===== src/rtl/fp_special_pipe.sv =====
//-----------------------------------------------------------------------------
// fp_special_pipe
//   Two-stage special-case resolver for a floating-point adder/subtractor.
//   Classifies both operands, resolves NaN / zero / infinity cases to a
//   final result and flags inf-inf.
//   Revision: 1.0
//-----------------------------------------------------------------------------
`timescale 1ns/1ps
`default_nettype none

module fp_special_pipe #(
   parameter int EXP_W = 8,
   parameter int MAN_W = 23,
   parameter int TAG_W = 4,
   parameter int FTZ   = 0,
   parameter int CNT_W = 16
) (
   input  logic                   clk,
   input  logic                   rst_n,
   input  logic                   in_valid,
   output logic                   in_ready,
   input  logic [EXP_W+MAN_W:0]   in_a,
   input  logic [EXP_W+MAN_W:0]   in_b,
   input  logic                   in_sub,
   input  logic [TAG_W-1:0]       in_tag,
   output logic                   out_valid,
   input  logic                   out_ready,
   output logic [EXP_W+MAN_W:0]   out_result,
   output logic                   out_special,
   output logic                   out_invalid,
   output logic [2:0]             out_type_a,
   output logic [2:0]             out_type_b,
   output logic [TAG_W-1:0]       out_tag,
   output logic [CNT_W-1:0]       special_cnt
);

   localparam int W = 1 + EXP_W + MAN_W;

   localparam logic [2:0] T_ZERO = 3'b000;
   localparam logic [2:0] T_INF  = 3'b001;
   localparam logic [2:0] T_SUB  = 3'b010;
   localparam logic [2:0] T_NORM = 3'b011;
   localparam logic [2:0] T_NAN  = 3'b100;

   localparam logic [EXP_W-1:0] E1        = {EXP_W{1'b1}};
   localparam logic [W-1:0]     CANON_NAN = {1'b0, E1, 1'b1, {(MAN_W-1){1'b0}}};
   localparam logic [CNT_W-1:0] CNT_MAX   = {CNT_W{1'b1}};
   localparam logic [CNT_W-1:0] CNT_ONE   = {{(CNT_W-1){1'b0}}, 1'b1};

   // Operand type from exponent/mantissa fields; FTZ folds subnormals into ZERO.
   function automatic logic [2:0] classify(input logic [W-1:0] x);
      logic [EXP_W-1:0] e;
      logic [MAN_W-1:0] m;
      logic [2:0]       t;
      e = x[W-2:MAN_W];
      m = x[MAN_W-1:0];
      if (e == '0) begin
         if (m == '0 || FTZ != 0) t = T_ZERO;
         else                     t = T_SUB;
      end else if (e == E1) begin
         if (m == '0) t = T_INF;
         else         t = T_NAN;
      end else begin
         t = T_NORM;
      end
      return t;
   endfunction

   // Flushed subnormals keep only their sign so any passthrough is a clean zero.
   function automatic logic [W-1:0] flush(input logic [W-1:0] x);
      logic [W-1:0] r;
      r = x;
      if (FTZ != 0 && x[W-2:MAN_W] == '0) r = {x[W-1], {(W-1){1'b0}}};
      return r;
   endfunction

   // Quiet NaN: force the mantissa MSB, keep sign and payload.
   function automatic logic [W-1:0] quiet(input logic [W-1:0] x);
      return {x[W-1:MAN_W], 1'b1, x[MAN_W-2:0]};
   endfunction

   // ---------------------------------------------------------------- handshake
   logic s1_valid;
   logic s2_load;
   logic in_fire;

   assign s2_load  = !out_valid || out_ready;
   assign in_ready = !s1_valid || s2_load;
   assign in_fire  = in_valid && in_ready;

   // ---------------------------------------------------------------- stage 1
   logic [W-1:0]     b_eff;
   logic [W-1:0]     s1_a;
   logic [W-1:0]     s1_b;
   logic [2:0]       s1_ta;
   logic [2:0]       s1_tb;
   logic [TAG_W-1:0] s1_tag;

   assign b_eff = {in_b[W-1] ^ in_sub, in_b[W-2:0]};

   // Stage-1 occupancy: fills on accept, empties when stage 2 takes the entry.
   always_ff @(posedge clk or negedge rst_n) begin
      if (!rst_n)                    s1_valid <= 1'b0;
      else if (in_fire)              s1_valid <= 1'b1;
      else if (s1_valid && s2_load)  s1_valid <= 1'b0;
   end

   // Stage-1 payload: operands (B with effective sign), types and tag.
   always_ff @(posedge clk or negedge rst_n) begin
      if (!rst_n) begin
         s1_a   <= '0;
         s1_b   <= '0;
         s1_ta  <= T_ZERO;
         s1_tb  <= T_ZERO;
         s1_tag <= '0;
      end else if (in_fire) begin
         s1_a   <= flush(in_a);
         s1_b   <= flush(b_eff);
         s1_ta  <= classify(in_a);
         s1_tb  <= classify(b_eff);
         s1_tag <= in_tag;
      end
   end

   // ---------------------------------------------------------------- resolve
   logic [W-1:0] res;
   logic         res_special;
   logic         res_invalid;
   logic         a_nan, b_nan, a_zero, b_zero, a_inf, b_inf;

   assign a_nan  = (s1_ta == T_NAN);
   assign b_nan  = (s1_tb == T_NAN);
   assign a_zero = (s1_ta == T_ZERO);
   assign b_zero = (s1_tb == T_ZERO);
   assign a_inf  = (s1_ta == T_INF);
   assign b_inf  = (s1_tb == T_INF);

   // Priority resolution of non-arithmetic cases; first match wins.
   always_comb begin
      res         = '0;
      res_special = 1'b1;
      res_invalid = 1'b0;
      if (a_nan && b_nan) begin
         if (s1_a[MAN_W-2:0] >= s1_b[MAN_W-2:0]) res = quiet(s1_a);
         else                                    res = quiet(s1_b);
      end else if (a_zero && b_zero) begin
         res = {s1_a[W-1] & s1_b[W-1], {(W-1){1'b0}}};
      end else if (a_zero || b_nan) begin
         res = b_nan ? quiet(s1_b) : s1_b;
      end else if (b_zero || a_nan) begin
         res = a_nan ? quiet(s1_a) : s1_a;
      end else if (a_inf) begin
         if (b_inf && (s1_a[W-1] != s1_b[W-1])) begin
            res         = CANON_NAN;
            res_invalid = 1'b1;
         end else begin
            res = s1_a;
         end
      end else if (b_inf) begin
         res = s1_b;
      end else begin
         res_special = 1'b0;
      end
   end

   // ---------------------------------------------------------------- stage 2
   // Output registers; they only move when the consumer side can take data.
   always_ff @(posedge clk or negedge rst_n) begin
      if (!rst_n) begin
         out_valid   <= 1'b0;
         out_result  <= '0;
         out_special <= 1'b0;
         out_invalid <= 1'b0;
         out_type_a  <= T_ZERO;
         out_type_b  <= T_ZERO;
         out_tag     <= '0;
      end else if (s2_load) begin
         out_valid <= s1_valid;
         if (s1_valid) begin
            out_result  <= res;
            out_special <= res_special;
            out_invalid <= res_invalid;
            out_type_a  <= s1_ta;
            out_type_b  <= s1_tb;
            out_tag     <= s1_tag;
         end
      end
   end

   // Saturating count of delivered special results.
   always_ff @(posedge clk or negedge rst_n) begin
      if (!rst_n)
         special_cnt <= '0;
      else if (out_valid && out_ready && out_special && special_cnt != CNT_MAX)
         special_cnt <= special_cnt + CNT_ONE;
   end

endmodule

`default_nettype wire

===== config.mk =====
export PLATFORM = sky130hd
export DESIGN_NAME = fp_special_pipe
export DESIGN_NICKNAME = d
export VERILOG_FILES = /design/src/rtl/fp_special_pipe.sv
export SDC_FILE = /design/constraint.sdc
export NUM_CORES = 1
export LEC_CHECK = 0
export CORE_MARGIN = 1.5
export CORE_UTILIZATION = 52
export DETAILED_ROUTE_END_ITERATION = 10
export HOLD_SLACK_MARGIN = 0.06
export PLACE_DENSITY = 0.82
export SETUP_SLACK_MARGIN = 0.2
export SYNTH_ARGS = -nofsm -noshare
export SYNTH_HDL_FRONTEND = slang
export SYNTH_SLANG_ARGS = --single-unit
export TNS_END_PERCENT = 20

===== constraint.sdc =====
create_clock -name clk -period 3.1 [get_ports clk]
set_clock_uncertainty 0.05 [all_clocks]
set_input_delay 0.775 -clock clk [delete_from_list [all_inputs] [get_ports clk]]
set_output_delay 0.775 -clock clk [all_outputs]
set_load 0.01 [all_outputs]

==> run_summary.xml, run 1 <==
<?xml version="1.0" encoding="UTF-8"?>
<metrics>
  <group name="global_route">
    <metric name="maximum_number_of_pins_on_one_net_before_global_route_repair" unit="">55</metric>
    <metric name="grt_antenna_before_repair" unit="">0</metric>
    <metric name="grt_util_all_layers" unit="%">26.20</metric>
    <metric name="grt.overflow.total" unit="">0</metric>
    <metric name="grt_first_pass_wirelength" unit="um">28770</metric>
    <metric name="number_of_global_route_vias_before_repair" unit="">5722</metric>
  </group>
  <group name="die">
    <metric name="boundary_pins" unit="">135</metric>
    <metric name="initial_standard_cell_utilization_of_the_core" unit="%">53.90</metric>
    <metric name="die_height" unit="um">118.1</metric>
    <metric name="core-area" unit="sq mm">0.01277</metric>
    <metric name="die-area" unit="sq mm">0.01394</metric>
    <metric name="placement_rows" unit="">41</metric>
    <metric name="dieWidth" unit="um">118.1</metric>
  </group>
  <group name="sta">
    <metric name="report.final.setup_viol" unit="">0</metric>
    <metric name="grt_setup_unrepaired" unit="">no</metric>
    <metric name="timing.final.max_slew_violations" unit="">0</metric>
    <metric name="slew_margin_rel" unit="%">52.29</metric>
    <metric name="min_period_over_period" unit="%">91.14</metric>
    <metric name="fin_hold_ws" unit="ps">352.4</metric>
    <metric name="hold_violations" unit="">0</metric>
    <metric name="tightestPinTransition" unit="ps">715.6</metric>
    <metric name="max_freq" unit="MHz">354.0</metric>
    <metric name="finalWorstPathRequiredPeriod" unit="ps">2825</metric>
  </group>
  <group name="logic_synthesis">
    <metric name="yosys_reg_bits" unit="">136</metric>
    <metric name="synth_warnings" unit="">0</metric>
    <metric name="yosysSeqAreaShare" unit="%">49.43</metric>
    <metric name="asyncSetResetFlopFracSynth" unit="%">100.0</metric>
    <metric name="syn_avg_cell_area" unit="sq um">11.46</metric>
    <metric name="synthDistinctLibCells" unit="">51</metric>
    <metric name="synthCells" unit="">601</metric>
    <metric name="synth_nets" unit="">698</metric>
    <metric name="syn-cell-area" unit="sq mm">0.006885</metric>
    <metric name="synth_edf_count" unit="">0</metric>
    <metric name="dominantRegCellSynth" unit="">dfrtp_1</metric>
  </group>
  <group name="placed_design">
    <metric name="numPlacedInstances" unit="">890</metric>
    <metric name="placement.io_buffers" unit="">134</metric>
    <metric name="gp_congestion" unit="">0.8690</metric>
    <metric name="total_half_perimeter_wirelength_after_legalization_and_detailed_placement" unit="um">12350</metric>
  </group>
  <group name="route">
    <metric name="post_drt_wl_per_cell" unit="um">19.02</metric>
    <metric name="postRouteWirelength" unit="um">17530</metric>
    <metric name="drt.antenna.violating_nets" unit="">0</metric>
    <metric name="drt_iter0_markers" unit="">394</metric>
    <metric name="via_count" unit="">5571</metric>
    <metric name="route.detailed.drc" unit="">0</metric>
    <metric name="dr_pass1_iterations" unit="">5</metric>
    <metric name="vias_per_cell" unit="">6.042</metric>
  </group>
  <group name="setup_path">
    <metric name="cp.arrival" unit="ps">2000</metric>
    <metric name="worst-path-max-fanout" unit="">3</metric>
    <metric name="worst_path_max_delay_cell" unit="">clkdlybuf4s50_1</metric>
    <metric name="worstSetupPathType" unit="">in -&gt; out</metric>
    <metric name="cp_num_buf_inv" unit="">3</metric>
    <metric name="worstSetupEndpointType" unit="">primary output</metric>
    <metric name="cp_top_family" unit="">buffers and inverters</metric>
    <metric name="r2r_cells" unit="">9</metric>
    <metric name="timing.critical_path.from_type" unit="">primary input</metric>
    <metric name="crit_required" unit="ps">2270</metric>
    <metric name="critical_path_cell_count" unit="">4</metric>
    <metric name="max_incr_delay_on_cp" unit="ps">460</metric>
    <metric name="crit_path_cell_chain" unit="">clkdlybuf4s50_1 &gt; buf_4 &gt; nand3b_1 &gt; dlygate4sd2_1</metric>
  </group>
  <group name="cts">
    <metric name="post-cts-setup-buffers" unit="">0</metric>
    <metric name="cts_htree_levels" unit="">4</metric>
    <metric name="cts.hold.buffers_added" unit="">0</metric>
    <metric name="cts_num_sinks" unit="">136</metric>
    <metric name="clk_pin_slew_worst_paths" unit="ps">50</metric>
    <metric name="tritoncts.num_buffers" unit="">17</metric>
    <metric name="postCtsResizedCells" unit="">1</metric>
    <metric name="clock_path_buffers" unit="">2</metric>
    <metric name="clock_latency" unit="ps">420</metric>
    <metric name="cts_root_buf" unit="">clkbuf_16</metric>
    <metric name="cts_tree" unit="">built</metric>
  </group>
  <group name="layout">
    <metric name="final-instance-count-excl-fill" unit="">922</metric>
    <metric name="multi_input_area" unit="sq mm">0.003212</metric>
    <metric name="finalNetCount" unit="">834</metric>
    <metric name="drive_above_1_share" unit="%">17.20</metric>
    <metric name="nFillCells" unit="">864</metric>
    <metric name="layout.area.seq" unit="sq mm">0.003403</metric>
    <metric name="area_delta_synth_final" unit="%">31.49</metric>
    <metric name="antennaDiodeCount" unit="">0</metric>
  </group>
  <group name="outcome">
    <metric name="run_status" unit="">completed</metric>
  </group>
  <group name="flow_run">
    <metric name="cap_viol_max_count" unit="">0</metric>
  </group>
  <group name="min_path">
    <metric name="min_path_type" unit="">in -&gt; async</metric>
  </group>
  <group name="power">
    <metric name="p_total" unit="W">0.005991</metric>
    <metric name="irDropWorstVdd" unit="mV">0.4198</metric>
    <metric name="static-leakage-power" unit="nW">3.846</metric>
    <metric name="powerDensity" unit="mW/mm^2">661.7</metric>
  </group>
</metrics>
==> worst register-to-register path: cells and delay by family (launching register included) <==
kind	cells	cell delay [ps]
flops	1	420
compound gates	3	940
fa+ha+maj	1	290
buf+inv	2	330
simple gates	3	640
==> path summary, 6_finish.rpt <==
| kind | to | startpoint | slack, ps |
|---|---|---|---|
| hold reg to reg | out_tag[0]$_DFFE_PN0P_ | s1_tag[0]$_DFFE_PN0P_ | 420 |
| setup reg to reg | out_result[18]$_DFFE_PN0P_ | s1_b[21]$_DFFE_PN0P_ | 350 |
| min in group clk | out_tag[0]$_DFFE_PN0P_ | s1_tag[0]$_DFFE_PN0P_ | 420 |
| max in group asynchronous | out_result[10]$_DFFE_PN0P_ | rst_n | 1910 |
| setup / recovery | in_ready | out_ready | 270 |
| hold / removal | special_cnt[9]$_DFFE_PN0P_ | rst_n | 350 |
==> routing by layer <==
metal / part of all wire [%] / vias to the layer above / GRT usage [%]
met1: 41 / 2728 / 33.01
met3: 6.7 / 32 / 5.717
li1: - / 2531 / -
met4: 2.3 / 0 / 10.44
met5: 0 / - / 0
met2: 50 / 280 / 43.90
==> logic make-up after synthesis <==
group | count (synthesis) | synth area share, %
compound gates | 130 | 15.34
buf+inv | 58 | 4.325
mux | 68 | 11.12
fa+ha+maj | 24 | 4.361
simple gates | 168 | 13.27
flops | 136 | 49.43
xor+xnor | 17 | 2.163
==> cells in the final DEF (no fill, tap or decap), types with 2 or more instances in the layout <==
master | netlist | routed
o21ai_0 | 14 | 14
clkdlybuf4s50_1 | 0 | 132
xnor2_1 | 15 | 15
clkbuf_16 | 0 | 17
a211oi_1 | 9 | 9
buf_12 | 0 | 5
nor4_1 | 17 | 17
and3_1 | 5 | 5
dfrtp_1 | 136 | 136
or2_1 | 3 | 3
xor2_1 | 2 | 2
mux2_2 | 68 | 68
nor2_1 | 11 | 11
buf_4 | 1 | 12
a21oi_1 | 17 | 16
ha_1 | 24 | 24
o31ai_1 | 8 | 8
and4_1 | 2 | 2
a21o_1 | 5 | 5
clkinv_2 | 0 | 4
nand2b_1 | 5 | 5
bufinv_16 | 0 | 3
inv_1 | 25 | 25
a31oi_1 | 8 | 8
nand4_1 | 15 | 15
a221o_1 | 54 | 54
a22o_1 | 2 | 2
nand3_1 | 9 | 9
nand3b_1 | 2 | 2
nand2_1 | 58 | 56
a311oi_1 | 3 | 3
and2_0 | 23 | 23
nor3_1 | 9 | 9
clkbuf_8 | 0 | 4
clkbuf_1 | 12 | 3
==> registers in the layout, summed over array words and instances, names as in the netlist, 3 cells and up <==
name,flops
out_result,32
s1_a,32
s1_b,32
special_cnt,16
out_tag,4
s1_tag,4
out_type_a,3
out_type_b,3
s1_ta,3
s1_tb,3
==> synthesized netlist by cell type, types with 8 or more instances <==
library cell | count | area [sq um]
dfrtp_1 | 136 | 3403
mux2_2 | 68 | 765.7
nand2_1 | 58 | 217.7
a221o_1 | 54 | 540.5
inv_1 | 25 | 93.84
ha_1 | 24 | 300.3
and2_0 | 23 | 143.9
a21oi_1 | 17 | 85.08
nor4_1 | 17 | 106.4
nand4_1 | 15 | 93.84
xnor2_1 | 15 | 131.4
o21ai_0 | 14 | 70.07
clkbuf_1 | 12 | 45.04
nor2_1 | 11 | 41.29
buf_2 | 10 | 50.05
a211oi_1 | 9 | 67.56
nand3_1 | 9 | 45.04
nor3_1 | 9 | 45.04
a31oi_1 | 8 | 50.05
buf_6 | 8 | 90.09
o31ai_1 | 8 | 60.06
==> power breakdown <==
part           switching, W  total, W  leakage (nW)  internal, W
clock network      0.000735   0.00208         0.300      0.00134
logic              0.000644   0.00150          1.88     0.000859
registers          0.000316   0.00241          1.66      0.00209
total               0.00169   0.00599          3.85      0.00430
==> stage by stage <==
step           instance area, sq um  TNS (ps)  util [%]  setup slack, ps
2_1_floorplan                  6885         0         -            840.0
3_3_place_gp                   8438         0     66.06            4.665
3_5_place_dp                   8438     -1888     66.06           -116.9
4_1_cts                        9046         0     70.82            273.5
5_1_grt                        9054         0     70.88            235.8
6_report                       9054         0     70.88            274.7
==> final cells by class <==
class / instances / share of cell area, %
Tap cell: 172 / 2.377
Clock buffer: 24 / 5.431
Multi-Input combinational cell: 407 / 35.48
Sequential cell: 136 / 37.59
Clock inverter: 8 / 1.299
Timing Repair Buffer: 150 / 16.79
Inverter: 25 / 1.036
(Power assumes the default switching activity.)
==> inputs of run 2 (changes only) <==
--- a/config.mk
+++ b/config.mk
@@ -5,7 +5,6 @@
 export SDC_FILE = /design/constraint.sdc
 export NUM_CORES = 1
 export LEC_CHECK = 0
-export CORE_MARGIN = 1.5
 export CORE_UTILIZATION = 52
 export DETAILED_ROUTE_END_ITERATION = 10
 export HOLD_SLACK_MARGIN = 0.06
==> run 2 against run 1 <==
Utilization shrank 0.078 points. Setup slack gained 40 ps. Critical path depth is the same. Flip-flop and latch count is the same. Maximum frequency grew 1.4%. Critical path type unchanged. Largest cell class unchanged.
==> run_summary.xml, run 2 (synthesis results as in run 1) <==
<?xml version="1.0" encoding="UTF-8"?>
<metrics>
  <group name="outcome">
    <metric name="run_status" unit="">completed</metric>
  </group>
  <group name="flow_run">
    <metric name="cap_viol_max_count" unit="">0</metric>
  </group>
  <group name="die">
    <metric name="boundary_pins" unit="">135</metric>
    <metric name="core-area" unit="sq mm">0.01277</metric>
    <metric name="die-area" unit="sq mm">0.01371</metric>
    <metric name="placement_rows" unit="">41</metric>
    <metric name="initial_standard_cell_utilization_of_the_core" unit="%">53.90</metric>
    <metric name="die_height" unit="um">117.1</metric>
    <metric name="dieWidth" unit="um">117.1</metric>
  </group>
  <group name="setup_path">
    <metric name="crit_path_cell_chain" unit="">clkdlybuf4s50_1 &gt; buf_4 &gt; nand3b_1 &gt; dlygate4sd2_1</metric>
    <metric name="worst-path-max-fanout" unit="">3</metric>
    <metric name="r2r_cells" unit="">8</metric>
    <metric name="timing.critical_path.from_type" unit="">primary input</metric>
    <metric name="crit_required" unit="ps">2270</metric>
    <metric name="reg2reg_from" unit="">s1_a[20]$_DFFE_PN0P_</metric>
    <metric name="worstSetupPathType" unit="">in -&gt; out</metric>
    <metric name="worst_path_max_delay_cell" unit="">clkdlybuf4s50_1</metric>
    <metric name="cp.arrival" unit="ps">1960</metric>
    <metric name="max_incr_delay_on_cp" unit="ps">450</metric>
    <metric name="end_of_the_worst_register_to_register_path" unit="">out_result[5]$_DFFE_PN0P_</metric>
    <metric name="reg2reg_slack" unit="ps">430</metric>
    <metric name="worstSetupEndpointType" unit="">primary output</metric>
  </group>
  <group name="layout">
    <metric name="layout.cells.most_common" unit="">dfrtp_1</metric>
    <metric name="finalNetCount" unit="">836</metric>
    <metric name="top_library_cells_by_usage_in_the_layout_fill_and_taps_aside" unit="">136 x dfrtp_1, 132 x clkdlybuf4s50_1, 68 x mux2_2</metric>
    <metric name="area_delta_synth_final" unit="%">31.35</metric>
    <metric name="drive_above_1_share" unit="%">17.55</metric>
    <metric name="nFillCells" unit="">887</metric>
    <metric name="biggestRegsByFlops" unit="">out_result: 32 flops, s1_a: 32 flops, s1_b: 32 flops</metric>
    <metric name="antennaDiodeCount" unit="">0</metric>
  </group>
  <group name="route">
    <metric name="postRouteWirelength" unit="um">18030</metric>
    <metric name="drt_iter0_markers" unit="">426</metric>
    <metric name="drt.antenna.violating_nets" unit="">0</metric>
    <metric name="via_count" unit="">5613</metric>
    <metric name="vias_per_cell" unit="">6.075</metric>
    <metric name="post_drt_wl_per_cell" unit="um">19.51</metric>
    <metric name="route.detailed.drc" unit="">0</metric>
    <metric name="dr_pass1_iterations" unit="">5</metric>
  </group>
  <group name="global_route">
    <metric name="grt_util_all_layers" unit="%">28.01</metric>
    <metric name="grt_antenna_before_repair" unit="">0</metric>
    <metric name="grt.overflow.total" unit="">0</metric>
    <metric name="grt_first_pass_wirelength" unit="um">28340</metric>
    <metric name="number_of_global_route_vias_before_repair" unit="">5752</metric>
    <metric name="maximum_number_of_pins_on_one_net_before_global_route_repair" unit="">65</metric>
  </group>
  <group name="sta">
    <metric name="tightestPinTransition" unit="ps">718.9</metric>
    <metric name="hold_violations" unit="">0</metric>
    <metric name="max_freq" unit="MHz">359.0</metric>
    <metric name="grt_setup_unrepaired" unit="">no</metric>
    <metric name="min_period_over_period" unit="%">89.86</metric>
    <metric name="finalWorstPathRequiredPeriod" unit="ps">2786</metric>
    <metric name="fin_hold_ws" unit="ps">274.1</metric>
    <metric name="slew_margin_rel" unit="%">51.63</metric>
    <metric name="report.final.setup_viol" unit="">0</metric>
    <metric name="setup_ws" unit="ps">314.3</metric>
    <metric name="timing.final.max_slew_violations" unit="">0</metric>
  </group>
  <group name="cts">
    <metric name="tritoncts.num_buffers" unit="">17</metric>
    <metric name="clock_latency" unit="ps">430</metric>
    <metric name="clock_path_buffers" unit="">2</metric>
    <metric name="cts_root_buf" unit="">clkbuf_16</metric>
    <metric name="cts_htree_levels" unit="">4</metric>
    <metric name="clk_pin_slew_worst_paths" unit="ps">50</metric>
    <metric name="cts_num_sinks" unit="">136</metric>
    <metric name="cts_tree" unit="">built</metric>
  </group>
  <group name="placed_design">
    <metric name="preCtsSetupSlack" unit="ps">-119.2</metric>
    <metric name="gp_congestion" unit="">0.8387</metric>
    <metric name="placement.io_buffers" unit="">134</metric>
    <metric name="total_half_perimeter_wirelength_after_legalization_and_detailed_placement" unit="um">12910</metric>
  </group>
  <group name="power">
    <metric name="static-leakage-power" unit="nW">3.845</metric>
    <metric name="powerDensity" unit="mW/mm^2">652.3</metric>
    <metric name="irDropWorstVdd" unit="mV">0.4029</metric>
  </group>
  <group name="min_path">
    <metric name="min_path_type" unit="">in -&gt; async</metric>
  </group>
</metrics>
-- run 2: cell count changes in the layout (fill, tap and decap cells not counted), sizes merged --
| cell | previous run | this run |
|---|---|---|
| buf | 17 | 19 |
| bufinv | 3 | 1 |
| clkbuf | 24 | 25 |
| clkinvlp | 1 | 2 |
-- run 2: where the power goes --
part / internal, W / switching (W) / leakage, nW
combinational: 0.000863 / 0.000654 / 1.90
clock: 0.00122 / 0.000743 / 0.285
sequential: 0.00209 / 0.000324 / 1.66
total: 0.00418 / 0.00172 / 3.84
-- run 2: area by class of cell --
type                       instances  area (sq um)  share of cell area (%)
clock buffer                      25         515.5                   5.700
clock inverter                     7         65.06                  0.7194
inverter                          25         93.84                   1.038
multi-input combinational        407          3212                   35.51
sequential                       136          3403                   37.63
tap                              172         215.2                   2.380
timing repair buffer             152          1539                   17.02
-- run 2: worst max-delay path by stage --
| stage | slack (ps) | startpoint | end | cells after the start |
|---|---|---|---|---|
| floorplan | 840 | out_ready | out_result[10]$_DFFE_PN0P_ | 7 |
| global placement | -10 | out_ready | out_result[11]$_DFFE_PN0P_ | 7 |
| CTS | 210 | s1_tb[0]$_DFFE_PN0P_ | out_result[14]$_DFFE_PN0P_ | 6 |
| detailed placement | -120 | out_ready | out_result[14]$_DFFE_PN0P_ | 7 |
| finish | 310 | out_ready | in_ready | 4 |
| global route | 280 | out_ready | in_ready | 4 |
-- run 2: timing repair --
action,in CTS,in global routing
hold buffers,0,0
setup buffers,0,0
setup endpoints to repair,1,22
resized for setup,1,1
-- run 2: per-layer routing --
layer	GRT usage, %	up-vias	part of all wire [%]
li1	-	2537	-
met3	6.849	51	7.2
met5	0	-	0
met4	12.74	0	2.9
met2	47.26	262	50
met1	34.13	2763	40
-- run 2: critical path, delay by kind of cell --
kind,cells,cell delay (ps)
buffers and inverters,3,950
and+or+nand+nor,1,230
-- run 2: metrics by stage --
stage | area, sq um | TNS [ps] | utilization (%) | total power, W | cells
3_3_place_gp | 8457 | -223.9 | 66.21 | 0.003849 | 892
5_1_grt | 9044 | 0 | 70.80 | 0.006162 | 924
3_5_place_dp | 8457 | -2102 | 66.21 | 0.003931 | 892
2_1_floorplan | 6885 | 0 | - | 0.003170 | 601
4_1_cts | 9036 | 0 | 70.74 | 0.005911 | 924
6_report | 9044 | 0 | 70.80 | 0.005899 | 924
